--- src/rtl/ext_mem_port_pkg.sv ---
// Shared types for the external memory port: access mode and host read FSM encodings.
// Pure declarations; no latency, no backpressure.
package ext_mem_pkg;

    localparam int DEF_ADDR_W = 9;
    localparam int DEF_DATA_W = 16;

    typedef enum logic [2:0] {
        MODE_IDLE    = 3'd0,
        MODE_RUN     = 3'd1,
        MODE_IRAM_LD = 3'd2,
        MODE_DRAM_LD = 3'd3,
        MODE_DRAM_RD = 3'd4
    } mode_t;

    typedef enum logic [1:0] {
        R_IDLE = 2'd0,
        R_WAIT = 2'd1,
        R_DONE = 2'd2
    } rd_state_t;

    function automatic mode_t decode_mode(input logic run, input logic ld_i,
                                          input logic ld_d, input logic rd_d);
        mode_t m;
        if (run)       m = MODE_RUN;
        else if (ld_i) m = MODE_IRAM_LD;
        else if (ld_d) m = MODE_DRAM_LD;
        else if (rd_d) m = MODE_DRAM_RD;
        else           m = MODE_IDLE;
        return m;
    endfunction

endpackage

--- src/rtl/ext_mem_port_strobe_sync_edge.sv ---
// Two-flop synchroniser for a level host strobe plus a one-cycle rising-edge pulse.
// Pulse appears in the cycle after the second sync flop goes high; no backpressure.
module strobe_sync_edge (
    input  logic clock,
    input  logic reset_n,
    input  logic i_strobe,
    output logic o_pulse
);

    logic r_s1, r_s2, r_s3;

    always_ff @(posedge clock or negedge reset_n) begin
        if (!reset_n) begin
            r_s1 <= 1'b0;
            r_s2 <= 1'b0;
            r_s3 <= 1'b0;
        end else begin
            r_s1 <= i_strobe;
            r_s2 <= r_s1;
            r_s3 <= r_s2;
        end
    end

    assign o_pulse = r_s2 & ~r_s3;

endmodule

--- src/rtl/ext_mem_port.sv ---
// Host/processor mux for IRAM/DRAM: host strobes become single writes 3 cycles after rising, reads return after RD_LAT+4.
// No backpressure; misuse sets sticky ext_err. Optional EXT_WR_COUNT_EN adds host write counters.
module ext_mem_port
    import ext_mem_pkg::*;
#(
    parameter int ADDR_W = DEF_ADDR_W,
    parameter int DATA_W = DEF_DATA_W,
    parameter int RD_LAT = 1
) (
    input  logic              clock,
    input  logic              reset_n,
    input  logic              start,
    input  logic              start_2,
    input  logic              start_3,
    input  logic              start_4,
    input  logic [ADDR_W-1:0] addr_ext,
    input  logic              iram_write_ext,
    input  logic              dram_write_ext,
    input  logic              read_en_ext,
    input  logic [DATA_W-1:0] Data_in_ins,
    input  logic [DATA_W-1:0] Data_in_dram,
    input  logic [ADDR_W-1:0] proc_iram_addr,
    input  logic [ADDR_W-1:0] proc_dram_addr,
    input  logic [DATA_W-1:0] proc_dram_wdata,
    input  logic              proc_dram_we,
    output logic [ADDR_W-1:0] iram_addr,
    output logic [DATA_W-1:0] iram_wdata,
    output logic              iram_we,
    output logic [ADDR_W-1:0] dram_addr,
    output logic [DATA_W-1:0] dram_wdata,
    output logic              dram_we,
    input  logic [DATA_W-1:0] dram_rdata,
    output logic [DATA_W-1:0] dram_in,
    output logic              rd_valid,
    output logic              ext_err
`ifdef EXT_WR_COUNT_EN
    ,
    output logic [15:0]       iram_wr_cnt,
    output logic [15:0]       dram_wr_cnt
`endif
);

    localparam logic [1:0] RD_LAST = 2'(RD_LAT - 1);

    mode_t       w_mode;
    logic        w_host_mode;
    logic        w_iw_pulse, w_dw_pulse, w_rd_pulse;
    logic        w_iw_ok, w_dw_ok, w_rd_ok, w_err_evt, w_enter_idle;

    logic              r_live;
    mode_t             r_mode_q;
    logic [ADDR_W-1:0] r_h_iram_addr, r_h_dram_addr;
    logic [DATA_W-1:0] r_h_iram_wdata, r_h_dram_wdata;
    logic              r_h_iram_we, r_h_dram_we;
    rd_state_t         r_rd_state;
    logic [1:0]        r_wait_cnt;
    logic              r_rd_keep;
    logic [DATA_W-1:0] r_dram_in;
    logic              r_rd_valid;
    logic              r_ext_err;

    assign w_mode      = decode_mode(start, start_2, start_3, start_4);
    assign w_host_mode = (w_mode != MODE_RUN) && (w_mode != MODE_IDLE);

    strobe_sync_edge u_iw_sync (.clock(clock), .reset_n(reset_n), .i_strobe(iram_write_ext), .o_pulse(w_iw_pulse));
    strobe_sync_edge u_dw_sync (.clock(clock), .reset_n(reset_n), .i_strobe(dram_write_ext), .o_pulse(w_dw_pulse));
    strobe_sync_edge u_rd_sync (.clock(clock), .reset_n(reset_n), .i_strobe(read_en_ext),    .o_pulse(w_rd_pulse));

    // An edge is honoured only in its own mode; reads also need an idle FSM.
    assign w_iw_ok      = w_iw_pulse && (w_mode == MODE_IRAM_LD);
    assign w_dw_ok      = w_dw_pulse && (w_mode == MODE_DRAM_LD);
    assign w_rd_ok      = w_rd_pulse && (w_mode == MODE_DRAM_RD) && (r_rd_state == R_IDLE);
    assign w_err_evt    = (w_iw_pulse && !w_iw_ok) || (w_dw_pulse && !w_dw_ok) || (w_rd_pulse && !w_rd_ok);
    assign w_enter_idle = (w_mode == MODE_IDLE) && (r_mode_q != MODE_IDLE);

    always_ff @(posedge clock or negedge reset_n) begin
        if (!reset_n) begin
            r_live    <= 1'b0;
            r_mode_q  <= MODE_IDLE;
            r_ext_err <= 1'b0;
        end else begin
            r_live   <= 1'b1;
            r_mode_q <= w_mode;
            if (w_err_evt)         r_ext_err <= 1'b1;
            else if (w_enter_idle) r_ext_err <= 1'b0;
        end
    end

    always_ff @(posedge clock or negedge reset_n) begin
        if (!reset_n) begin
            r_h_iram_addr  <= '0;
            r_h_iram_wdata <= '0;
            r_h_iram_we    <= 1'b0;
            r_h_dram_addr  <= '0;
            r_h_dram_wdata <= '0;
            r_h_dram_we    <= 1'b0;
        end else begin
            r_h_iram_we <= w_iw_ok;
            r_h_dram_we <= w_dw_ok;
            if (w_iw_ok) begin
                r_h_iram_addr  <= addr_ext;
                r_h_iram_wdata <= Data_in_ins;
            end
            if (w_dw_ok) begin
                r_h_dram_addr  <= addr_ext;
                r_h_dram_wdata <= Data_in_dram;
            end else if (w_rd_ok) begin
                r_h_dram_addr  <= addr_ext;
            end
        end
    end

    // Read result is kept only if the port stayed in DRAM_RD for the whole access.
    always_ff @(posedge clock or negedge reset_n) begin
        if (!reset_n) begin
            r_rd_state <= R_IDLE;
            r_wait_cnt <= '0;
            r_rd_keep  <= 1'b0;
            r_dram_in  <= '0;
            r_rd_valid <= 1'b0;
        end else begin
            r_rd_valid <= 1'b0;
            case (r_rd_state)
                R_IDLE: begin
                    if (w_rd_ok) begin
                        r_rd_state <= R_WAIT;
                        r_wait_cnt <= '0;
                        r_rd_keep  <= 1'b1;
                    end
                end
                R_WAIT: begin
                    if (w_mode != MODE_DRAM_RD) r_rd_keep <= 1'b0;
                    if (r_wait_cnt == RD_LAST) r_rd_state <= R_DONE;
                    else                       r_wait_cnt <= r_wait_cnt + 2'd1;
                end
                R_DONE: begin
                    if (r_rd_keep && (w_mode == MODE_DRAM_RD)) begin
                        r_dram_in  <= dram_rdata;
                        r_rd_valid <= 1'b1;
                    end
                    r_rd_keep  <= 1'b0;
                    r_rd_state <= R_IDLE;
                end
                default: r_rd_state <= R_IDLE;
            endcase
        end
    end

    // r_live forces every port to zero while reset is held, even the pass-through path.
    always_comb begin
        iram_addr  = '0;
        iram_wdata = '0;
        iram_we    = 1'b0;
        dram_addr  = '0;
        dram_wdata = '0;
        dram_we    = 1'b0;
        if (r_live) begin
            if (w_host_mode) begin
                iram_addr  = r_h_iram_addr;
                iram_wdata = r_h_iram_wdata;
                iram_we    = r_h_iram_we;
                dram_addr  = r_h_dram_addr;
                dram_wdata = r_h_dram_wdata;
                dram_we    = r_h_dram_we;
            end else begin
                iram_addr  = proc_iram_addr;
                dram_addr  = proc_dram_addr;
                dram_wdata = proc_dram_wdata;
                dram_we    = proc_dram_we;
            end
        end
    end

    assign dram_in  = r_dram_in;
    assign rd_valid = r_rd_valid;
    assign ext_err  = r_ext_err;

`ifdef EXT_WR_COUNT_EN
    logic [15:0] r_iram_wr_cnt, r_dram_wr_cnt;

    always_ff @(posedge clock or negedge reset_n) begin
        if (!reset_n) begin
            r_iram_wr_cnt <= '0;
            r_dram_wr_cnt <= '0;
        end else begin
            if ((w_mode == MODE_IRAM_LD) && (r_mode_q != MODE_IRAM_LD))
                r_iram_wr_cnt <= '0;
            else if (r_h_iram_we && (r_iram_wr_cnt != 16'hFFFF))
                r_iram_wr_cnt <= r_iram_wr_cnt + 16'd1;
            if ((w_mode == MODE_DRAM_LD) && (r_mode_q != MODE_DRAM_LD))
                r_dram_wr_cnt <= '0;
            else if (r_h_dram_we && (r_dram_wr_cnt != 16'hFFFF))
                r_dram_wr_cnt <= r_dram_wr_cnt + 16'd1;
        end
    end

    assign iram_wr_cnt = r_iram_wr_cnt;
    assign dram_wr_cnt = r_dram_wr_cnt;
`endif

endmodule
--- config.mk ---
export PLATFORM = sky130hd
export DESIGN_NAME = ext_mem_port
export DESIGN_NICKNAME = d
export VERILOG_FILES = /design/src/rtl/ext_mem_port_pkg.sv /design/src/rtl/ext_mem_port_strobe_sync_edge.sv /design/src/rtl/ext_mem_port.sv
export SDC_FILE = /design/constraint.sdc
export NUM_CORES = 1
export LEC_CHECK = 0
export CAP_MARGIN = 10
export CORE_MARGIN = 3
export CORE_UTILIZATION = 39
export DETAILED_ROUTE_END_ITERATION = 6
export PLACE_DENSITY_LB_ADDON = 0.3
export SLEW_MARGIN = 0
export SYNTH_ARGS = -nofsm -noshare
export SYNTH_HDL_FRONTEND = slang
export SYNTH_SLANG_ARGS = --single-unit
--- constraint.sdc ---
create_clock -name clock -period 1.7 [get_ports clock]
set_input_delay 0.17 -clock clock [delete_from_list [all_inputs] [get_ports clock]]
set_output_delay 0.17 -clock clock [all_outputs]
set_load 0.02 [all_outputs]
# == After elaboration in Yosys (flattened, before gate mapping) ==
# Index checks and enable logic that the tools add are counted.
# classes
addsub,1
eq_ne,11
n_mux,31
bitwise,6
reduce_logical,28
# ops
op,n
two-way mux 16 bit,4
two-way mux 9 bit,6
two-way mux 3 bit,4
logical AND 1 bit,10
two-way mux 1 bit,10
nonzero test 3 bit,3
two-way mux 2 bit,4
"inequality test 2 bit, second input constant",4
case mux 2 bit (2 select lines),2
"equality test 3 x 2 -> 1 bit, second input constant",2
AND reduction 3 bit,2
nonzero test 2 bit,3
zero test 2 bit,2
AND reduction 2 bit,2
bitwise AND 1 bit,3
"equality test 3 bit, second input constant",1
zero test 1 bit,3
zero test 3 bit,1
"inequality test 3 x 1 -> 1 bit, second input constant",1
"inequality test 3 bit, second input constant",1
NOT 1 bit,3
case mux 1 bit (3 select lines),1
"adder 2 x 1 -> 2 bit, second input constant",1
"equality test 2 x 1 -> 1 bit, second input constant",1
2 further kinds,3
# word_totals
register_bits,88
inputBits,101

# == Depth between registers and ports, before layout ==
# Gate-level depths: netlist (run 1).
# depth
word_depth,11
mapped_depth,7
ltp_nobuf,6

# == Cells and area by module ==
# A second synthesis (run 1) with hierarchy kept.
# hier_totals
cells_unflattened,404
hier_area_um2,4101.4
# modules_own_cells
mod,instances,cells_per_inst,area_per_inst_um2
ext_mem_port,1,392,3834.9
strobe_sync_edge,3,4,88.8

# == Least setup slack after synthesis (run 1) ==
# Ideal clock, no wire load.
# synth_path
path_type,input port to output port
startpoint,in start_3
endpoint,out dram_addr[0]
arrival_time_ps,1631
slack_ps,-101
stages,6
path_buffers,2
cell_sequence,nor3_1 or2_2 clkbuf_1 clkbuf_1 nand2_1 a21boi_0
# synth_via
elab_chain_len,7
elab_cells_between_ends,8
cone_classes,eq/ne (1); mux (5); reduce/logical (2)
# synth_lines
item,line_no,source
start: declaration,ext_mem_port.sv:14,"input logic start_3,"
two-way mux 3 bit *,ext_mem_port_pkg.sv:27,else if (ld_d) m = MODE_DRAM_LD;
two-way mux 3 bit *,ext_mem_port_pkg.sv:26,else if (ld_i) m = MODE_IRAM_LD;
two-way mux 3 bit *,ext_mem_port_pkg.sv:25,if (run) m = MODE_RUN;
inequality test 3 x 1 -> 1 bit / nonzero test 3 bit (equally long branches),ext_mem_port.sv:63,assign w_host_mode = (w_mode != MODE_RUN) && (w_mode != MODE_IDLE);
logical AND 1 bit *,ext_mem_port.sv:63,
two-way mux 9 bit *,ext_mem_port.sv:158,if (w_host_mode) begin
two-way mux 9 bit *,ext_mem_port.sv:157,if (r_live) begin
end: declaration,ext_mem_port.sv:29,"output logic [ADDR_W-1:0] dram_addr,"
# Mark *: on every way between the ends. The rest lies on a longest branch, timed or not.

# == Worst setup path in the final report (run 1) ==
# layout_path
startpoint,in start_3
endpoint,out iram_wdata[4]
# layout_via
elab_chain_len,7
elab_cells_between_ends,8
cone_classes,eq/ne (1); mux (5); reduce/logical (2)
# layout_lines
item,line_no,source
two-way mux 3 bit *,ext_mem_port_pkg.sv:27,
two-way mux 3 bit *,ext_mem_port_pkg.sv:26,
two-way mux 3 bit *,ext_mem_port_pkg.sv:25,
inequality test 3 x 1 -> 1 bit / nonzero test 3 bit (equally long branches),ext_mem_port.sv:63,
logical AND 1 bit *,ext_mem_port.sv:63,
two-way mux 16 bit *,ext_mem_port.sv:158,
two-way mux 16 bit *,ext_mem_port.sv:157,
end: declaration,ext_mem_port.sv:27,"output logic [DATA_W-1:0] iram_wdata,"
# Marked as above.

==> results of run 1 <==
[registers in the layout (all words and copies together) (netlist names), 2 cells and up]
register        count
r_h_iram_addr       9
r_rd_state          2
dram_in            16
r_h_dram_addr       9
r_wait_cnt          2
r_h_iram_wdata     16
r_mode_q            3
r_h_dram_wdata     16
[where the power goes]
group	switching, mW	leakage (nW)	total [mW]	internal, mW
Combinational	1.09	1.74	2.36	1.27
Sequential	0.273	1.09	2.90	2.62
Clock	0.725	0.0925	1.40	0.672
[layout make-up]
cell class	instances	area, sq um
Clock inverter	5	56.3
Tap cell	133	166
Timing Repair Buffer	200	2000
Inverter	8	30.0
Fill cell	792	3590
Sequential cell	88	2200
Multi-Input combinational cell	238	1780
Clock buffer	10	128
[critical path, delay by kind of cell]
kind	cells	cell delay, ns
buf+inv	5	0.87
simple gates	3	0.45
[cells by family (layout without fill, tap and decap cells)]
logic type                 after synthesis  count (layout)  synth area share (%)
other                                    1               1                0.0926
DFF                                     88              88                  54.4
and+or+nand+nor                        110             111                  12.4
muxes                                   68              68                  18.8
buffers and inverters                   30             223                  3.24
adders and majority gates                5               5                  1.54
AOI/OAI and AO/OA                       53              53                  9.55
[path summary, 6_finish.rpt]
check                                    start            endpoint  slack [ns]  depth (start not counted)
worst min-delay path                   start_3         r_mode_q[1]        0.17                          4
worst max register to register   r_rd_state[0]          dram_in[7]        0.12                          4
max in group asynchronous              reset_n  r_h_dram_wdata[12]        0.82                          3
min in group asynchronous              reset_n   r_h_iram_wdata[2]        0.29                          2
worst min register to register  u_rd_sync.r_s1      u_rd_sync.r_s2        0.35                          0
worst max-delay path                   start_3       iram_wdata[4]        0.04                          8
[repair_timing]
| action | in CTS | in global routing |
|---|---|---|
| setup buffers | 5 | 0 |
| cloned | 4 | 2 |
| hold buffers | 1 | 0 |
| setup endpoints to repair | 78 | 47 |
| hold endpoints to repair | 27 | 0 |
| pin swaps | 17 | 6 |
| gates resized for setup | 228 | 27 |
[layer usage]
metal | track usage, % | routed length, microns
met5 | 0 | 0
met4 | 5.05 | 164
met3 | 7.14 | 1060
met2 | 33.3 | 5480
met1 | 23.8 | 4730
[Yosys cell counts, types with 2 or more instances]
cell / n
clkbuf_1: 16
buf_4: 2
a21boi_0: 32
mux2_1: 33
ha_1: 5
nor2b_1: 3
nand2b_1: 5
a21oi_1: 5
and3_1: 18
mux2i_1: 2
nor2_1: 6
nand2_1: 73
buf_2: 3
dfrtp_1: 88
a21boi_1: 4
inv_1: 7
mux2_2: 33
[per-stage QoR]
step | setup TNS, ns | hold slack, ns | util, % | setup slack (ns)
detailed placement | -49.66 | 0.122 | 60.9 | -0.584
global placement | -48.59 | 0.124 | 60.9 | -0.589
finish | 0 | 0.174 | 63.9 | 0.0406
floorplan | -0.382 | -0.126 | - | -0.0448
CTS | 0 | 0.239 | 63.4 | 0.00110
global route | -0.0349 | 0.170 | 63.9 | -0.0203
==> results.py, run 1 <==
metrics = {
    "status": {
        "status": "completed",
    },
    "final_layout": {
        "fin_area_sq_um": 6360,
        "layout_commonest_cell": "clkdlybuf4s50_1",
        "diodes": 0,
        "finalNetCount": 651,
        "layout_common_cells": "clkdlybuf4s50_1, dfrtp_1, nand2_1",
        "finalNonFillerCells": 682,
        "layout-area-overhead-vs-synth_pct": 57.1,
        "drive_gt1_share_pct": 27.1,
    },
    "logic_synthesis": {
        "seq_area_frac_synth_pct": 54.4,
        "async_flop_share_pct": 100,
        "ys_warn_count": 0,
        "synth_area_leader_cell": "dfrtp_1",
        "syn_area_sq_um": 4050,
        "synth_cell_types": 37,
        "synthTopCellsByArea": "dfrtp_1, mux2_1, mux2_2",
        "synth_edf_count": 0,
        "yosys.area.top_type_share_pct": 54.4,
        "synth_ff_type": "dfrtp_1",
        "synth.avg_cell_area_sq_um": 11.4,
        "syn_inst": 355,
        "syn_nets": 461,
        "synth-seq-cells": 88,
    },
    "floorplanning": {
        "die_h_microns": 108,
        "dieArea_sq_um": 11600,
        "io_pins": 171,
        "core_sq_um": 9950,
        "die_w_microns": 108,
        "start_util_pct": 40.7,
        "num_rows": 36,
    },
    "worst_setup_path": {
        "cpMaxStageDelayCell": "clkdlybuf4s15_2",
        "cp-start-kind": "primary input",
        "path_class": "in2out",
        "cp.required_ns": 1.53,
        "cp.arrival_ns": 1.49,
        "endpoint_kind": "output pin",
        "cpPeakStageDelay_ns": 0.27,
        "crit_fanout": 16,
        "path_cells": "clkbuf_2 -> nor3_2 -> buf_4 -> buf_4 -> nor2_4 -> clkbuf_16 -> and3_1 -> clkdlybuf4s15_2",
        "crit_top_cell": "buf_4",
    },
    "global_route": {
        "grt_max_degree": 47,
        "antenna_found_initial": 0,
        "first_global_vias": 3520,
        "grtUsageTotal_pct": 19.7,
        "grt_pass1_wl_microns": 17800,
        "grt_overflow": 0,
    },
    "sta": {
        "max_freq_mhz": 603,
        "period_needed_ns": 1.66,
        "period_share_pct": 97.6,
        "drv_slew": 0,
        "setup_viol": 0,
        "final_hold_viol_count": 0,
        "finClkSkew_ns": 0.00978,
    },
    "place": {
        "port_buffers": 170,
        "postPlaceCellArea_sq_um": 6060,
        "dp.cells": 656,
        "hpwl_microns": 7640,
        "gp_congestion": 0.749,
    },
    "pwr": {
        "fin_total_pwr_mw": 6.65,
        "power.leakage_nw": 2.91,
        "powerDensity_nw_per_um2": 1050,
        "vdd_ir_drop_max_uv": 713,
    },
    "run": {
        "cap_violations": 0,
    },
    "clocking": {
        "cts_tree": "built",
        "numCtsBuffers": 9,
        "clk_latency_ns": 0.35,
        "h-tree-depth": 3,
        "clock_path_buffers": 2,
        "root_buffer": "clkbuf_8",
        "cts_sinks": 88,
        "cts.clk_slew.worst_paths_ns": 0.08,
    },
    "detailed_routing": {
        "drc": 0,
        "vias": 3368,
        "wl_per_cell_microns": 16.8,
        "first_iter_violations": 125,
        "postRouteAntennaNets": 0,
        "firstDrtPassIters": 4,
        "drt-total-wl_microns": 11400,
        "vias_per_cell": 4.94,
    },
    "worst_hold_path": {
        "hp-class": "in2reg",
    },
}
No activity file was read; power rests on OpenSTA's default activity.
==> run 2, diff against run 1 <==
SYNTH_HIERARCHICAL = 1   (was default)
==> run 2 against run 1 <==
Effect of this change:
- combinational power fell by 6%
- fmax grew 4.2%
- worst setup slack better by 0.067 ns
- power decreased by 1.6%
- sequential share of layout area is 0.65 points higher
- routed wire length fell by 2.4%
- register-to-register slack barely moved
- via count is 5.1% higher
- first-iteration DRC count is 58% higher
- die area grew 1.2%
- utilization is 1.5 points lower
- flip-flop and latch count unchanged
==> results.py, run 2 <==
metrics = {
    "place": {
        "hpwl_microns": 7710,
        "port_buffers": 170,
        "postPlaceCellArea_sq_um": 6080,
        "gp_congestion": 0.759,
    },
    "final_layout": {
        "layout-area-overhead-vs-synth_pct": 52.3,
        "fillers": 833,
        "layout_common_cells": "nand2_1, clkdlybuf4s50_1, dfrtp_1",
        "diodes": 0,
        "drive_gt1_share_pct": 23.2,
        "finalNetCount": 697,
        "fin_area_sq_um": 6250,
        "layout_commonest_cell": "nand2_1",
    },
    "worst_setup_path": {
        "cp-startpoint": "r_rd_state[0]",
        "cpPeakStageDelay_ns": 0.49,
        "path_class": "reg2reg",
        "path_buf_inv": 1,
        "cp-start-kind": "register",
        "r2r_end": "r_wait_cnt[0]",
        "endpoint_kind": "register",
        "r2r-start": "r_rd_state[0]",
        "worst-path-stages": 5,
        "path_cells": "inv_1 -> ha_1 -> a21boi_2 -> or4b_1 -> nand3_1",
        "endpoint": "r_wait_cnt[0]",
        "reg2reg_depth": 5,
        "cp.arrival_ns": 1.87,
        "critical_path.top_delay_family": "simple AND/OR/NAND/NOR gates",
        "crit_fanout": 7,
        "cpMaxStageDelayCell": "or4b_1",
        "reg2reg_slack_ns": 0.11,
        "cp.required_ns": 1.98,
    },
    "global_route": {
        "grt_max_degree": 45,
        "grt_pass1_wl_microns": 17400,
        "grtUsageTotal_pct": 18.7,
        "first_global_vias": 3510,
        "grt_overflow": 0,
        "antenna_found_initial": 0,
    },
    "clocking": {
        "numCtsBuffers": 9,
        "clock_path_buffers": 2,
        "cts_tree": "built",
        "h-tree-depth": 3,
        "cts_sinks": 88,
        "clk_latency_ns": 0.35,
        "cts.clk_slew.worst_paths_ns": 0.09,
        "root_buffer": "clkbuf_8",
    },
    "logic_synthesis": {
        "yosys.area.top_type_share_pct": 53.7,
        "ys_warn_count": 6,
        "synth_edf_count": 0,
        "syn_area_sq_um": 4100,
        "synthTopCellsByArea": "dfrtp_1, nand2_1, mux2_2",
        "seq_area_frac_synth_pct": 53.7,
        "synth-seq-cells": 88,
        "synth_ff_type": "dfrtp_1",
        "synth.most_common_cell": "nand2_1",
        "synth_cell_types": 37,
        "synth.avg_cell_area_sq_um": 10.2,
        "synth_area_leader_cell": "dfrtp_1",
        "yosys-top-cells-count": "nand2_1, dfrtp_1, a21boi_0, mux2_2, and3_1",
        "syn_nets": 510,
        "async_flop_share_pct": 100,
        "syn_inst": 404,
    },
    "detailed_routing": {
        "postRouteAntennaNets": 0,
        "vias_per_cell": 4.86,
        "firstDrtPassIters": 4,
        "drc": 0,
        "first_iter_violations": 198,
        "drt-total-wl_microns": 11200,
        "vias": 3541,
        "wl_per_cell_microns": 15.3,
    },
    "floorplanning": {
        "start_util_pct": 41.0,
        "die_h_microns": 109,
        "num_rows": 36,
        "dieArea_sq_um": 11800,
        "core_sq_um": 10000,
        "io_pins": 171,
        "die_w_microns": 109,
    },
    "pwr": {
        "comb_power_share_pct": 33.7,
        "power_frac_seq_pct": 43.6,
        "vdd_ir_drop_max_uv": 736,
        "p_int_mw": 4.49,
        "power.leakage_nw": 3.03,
        "clkPwrFrac_pct": 22.7,
        "powerDensity_nw_per_um2": 1050,
        "p_sw_mw": 2.06,
        "switching_share_pct": 31.5,
    },
    "sta": {
        "finClkSkew_ns": 0.0147,
        "worst_slew_pin_slew_ns": 0.593,
        "worst_hold_slack_ns": 0.158,
        "period_share_pct": 93.7,
        "period_needed_ns": 1.59,
        "drv_slew": 0,
        "setup_viol": 0,
        "final_hold_viol_count": 0,
        "tns_ns": 0,
        "max_freq_mhz": 628,
        "rsz0062_at_grt": "no",
        "max-slew-margin-rel_pct": 60.5,
    },
    "status": {
        "status": "completed",
    },
    "run": {
        "cap_violations": 0,
    },
    "worst_hold_path": {
        "hp-class": "in2reg",
        "whs_path_depth": 3,
    },
}
==> run 2: cell count changes in the layout (fill, tap and decap cells not counted), moves of 4 or more <==
cell             delta
nand2_1            +74
buf_2              +13
buf_4              -18
mux2_1             -23
a21boi_0            +4
clkdlybuf4s15_2    -15
clkbuf_2           +13
clkdlybuf4s15_1     +6
nand3_1             +4
==> run 2: kinds of logic (layout without fill, tap and decap cells) <==
kind of cell               count (synthesis)  count (layout)  synth area share (%)
buffers and inverters                     32             224                  3.84
AOI/OAI and AO/OA                         48              48                  8.69
adders and majority gates                  5               5                  1.53
other                                      1               1                0.0914
and+or+nand+nor                          187             187                  20.4
muxes                                     43              43                  11.8
DFF                                       88              88                  53.7
==> run 2: worst min path at each step <==
stage	from	end	slack, ns
3_5_place_dp	reset_n	r_h_dram_addr[3]	0.21
5_1_grt	start_3	r_mode_q[2]	0.14
3_3_place_gp	reset_n	r_h_dram_addr[3]	0.21
4_1_cts	dram_write_ext	u_dw_sync/r_s1	0.24
2_1_floorplan	reset_n	dram_in[0]	-0.13
6_report	start_3	r_mode_q[2]	0.16
==> run 2: repair_timing <==
action	in CTS	in global routing
resized for setup	166	53
setup endpoints to repair	71	52
gates cloned	3	1
hold buffers	1	0
pin swaps	1	3
endpoints found under the hold margin	42	0
buffers inserted	1	4
==> run 2: tightest hold or removal path: cells and delay by family <==
family / cells / cell delay (ns)
buffers and inverters: 2 / 0.25
AND/OR/NAND/NOR: 1 / 0.06
==> run 2: through the flow <==
stage               power, mW  std cells  setup slack (ns)  utilization (%)
floorplan                4.03        404            0.0263                -
global placement         5.04        703            -0.565             60.8
detailed placement       5.12        703            -0.572             60.8
CTS                      6.61        724           -0.0249             62.9
global route             6.96        729            0.0285             62.5
finish                   6.55        729             0.107             62.5
==> run 2: metal layers <==
layer	GRT usage (%)	routed length (microns)	vias to the layer above
met5	0	0	-
met4	5.05	88	0
met3	5.73	991	9
met2	31.0	5320	123
met1	23.9	4750	1707
li1	-	-	1702
==> run 2: power groups by stage <==
| stage | Combinational [mW] | Clock, mW | Sequential (mW) |
|---|---|---|---|
| 5_1_grt | 2.41 | 1.64 | 2.91 |
| 3_3_place_gp | 2.17 | 0 | 2.86 |
| 4_1_cts | 2.22 | 1.53 | 2.85 |
| 2_1_floorplan | 0.990 | 0 | 3.04 |
| 6_report | 2.21 | 1.49 | 2.85 |
| 3_5_place_dp | 2.23 | 0 | 2.89 |
==> run 2: cell type report <==
cell class | count | area [sq um] | area share, %
multi-input cells | 284 | 1760 | 28.2
clock buffers | 11 | 141 | 2.26
clock inverters | 5 | 65.1 | 1.04
inverters | 8 | 30.0 | 0.481
well taps | 133 | 166 | 2.66
flip-flops and latches | 88 | 2200 | 35.3
repair buffers | 200 | 1880 | 30.0
==> run 3, diff against run 2 <==
CTS_CLUSTER_SIZE = 40   (was default)
HOLD_SLACK_MARGIN = 0.05   (was default)
==> results of run 3 <==
Final layout, timing and power as in run 2 (identical DEF).
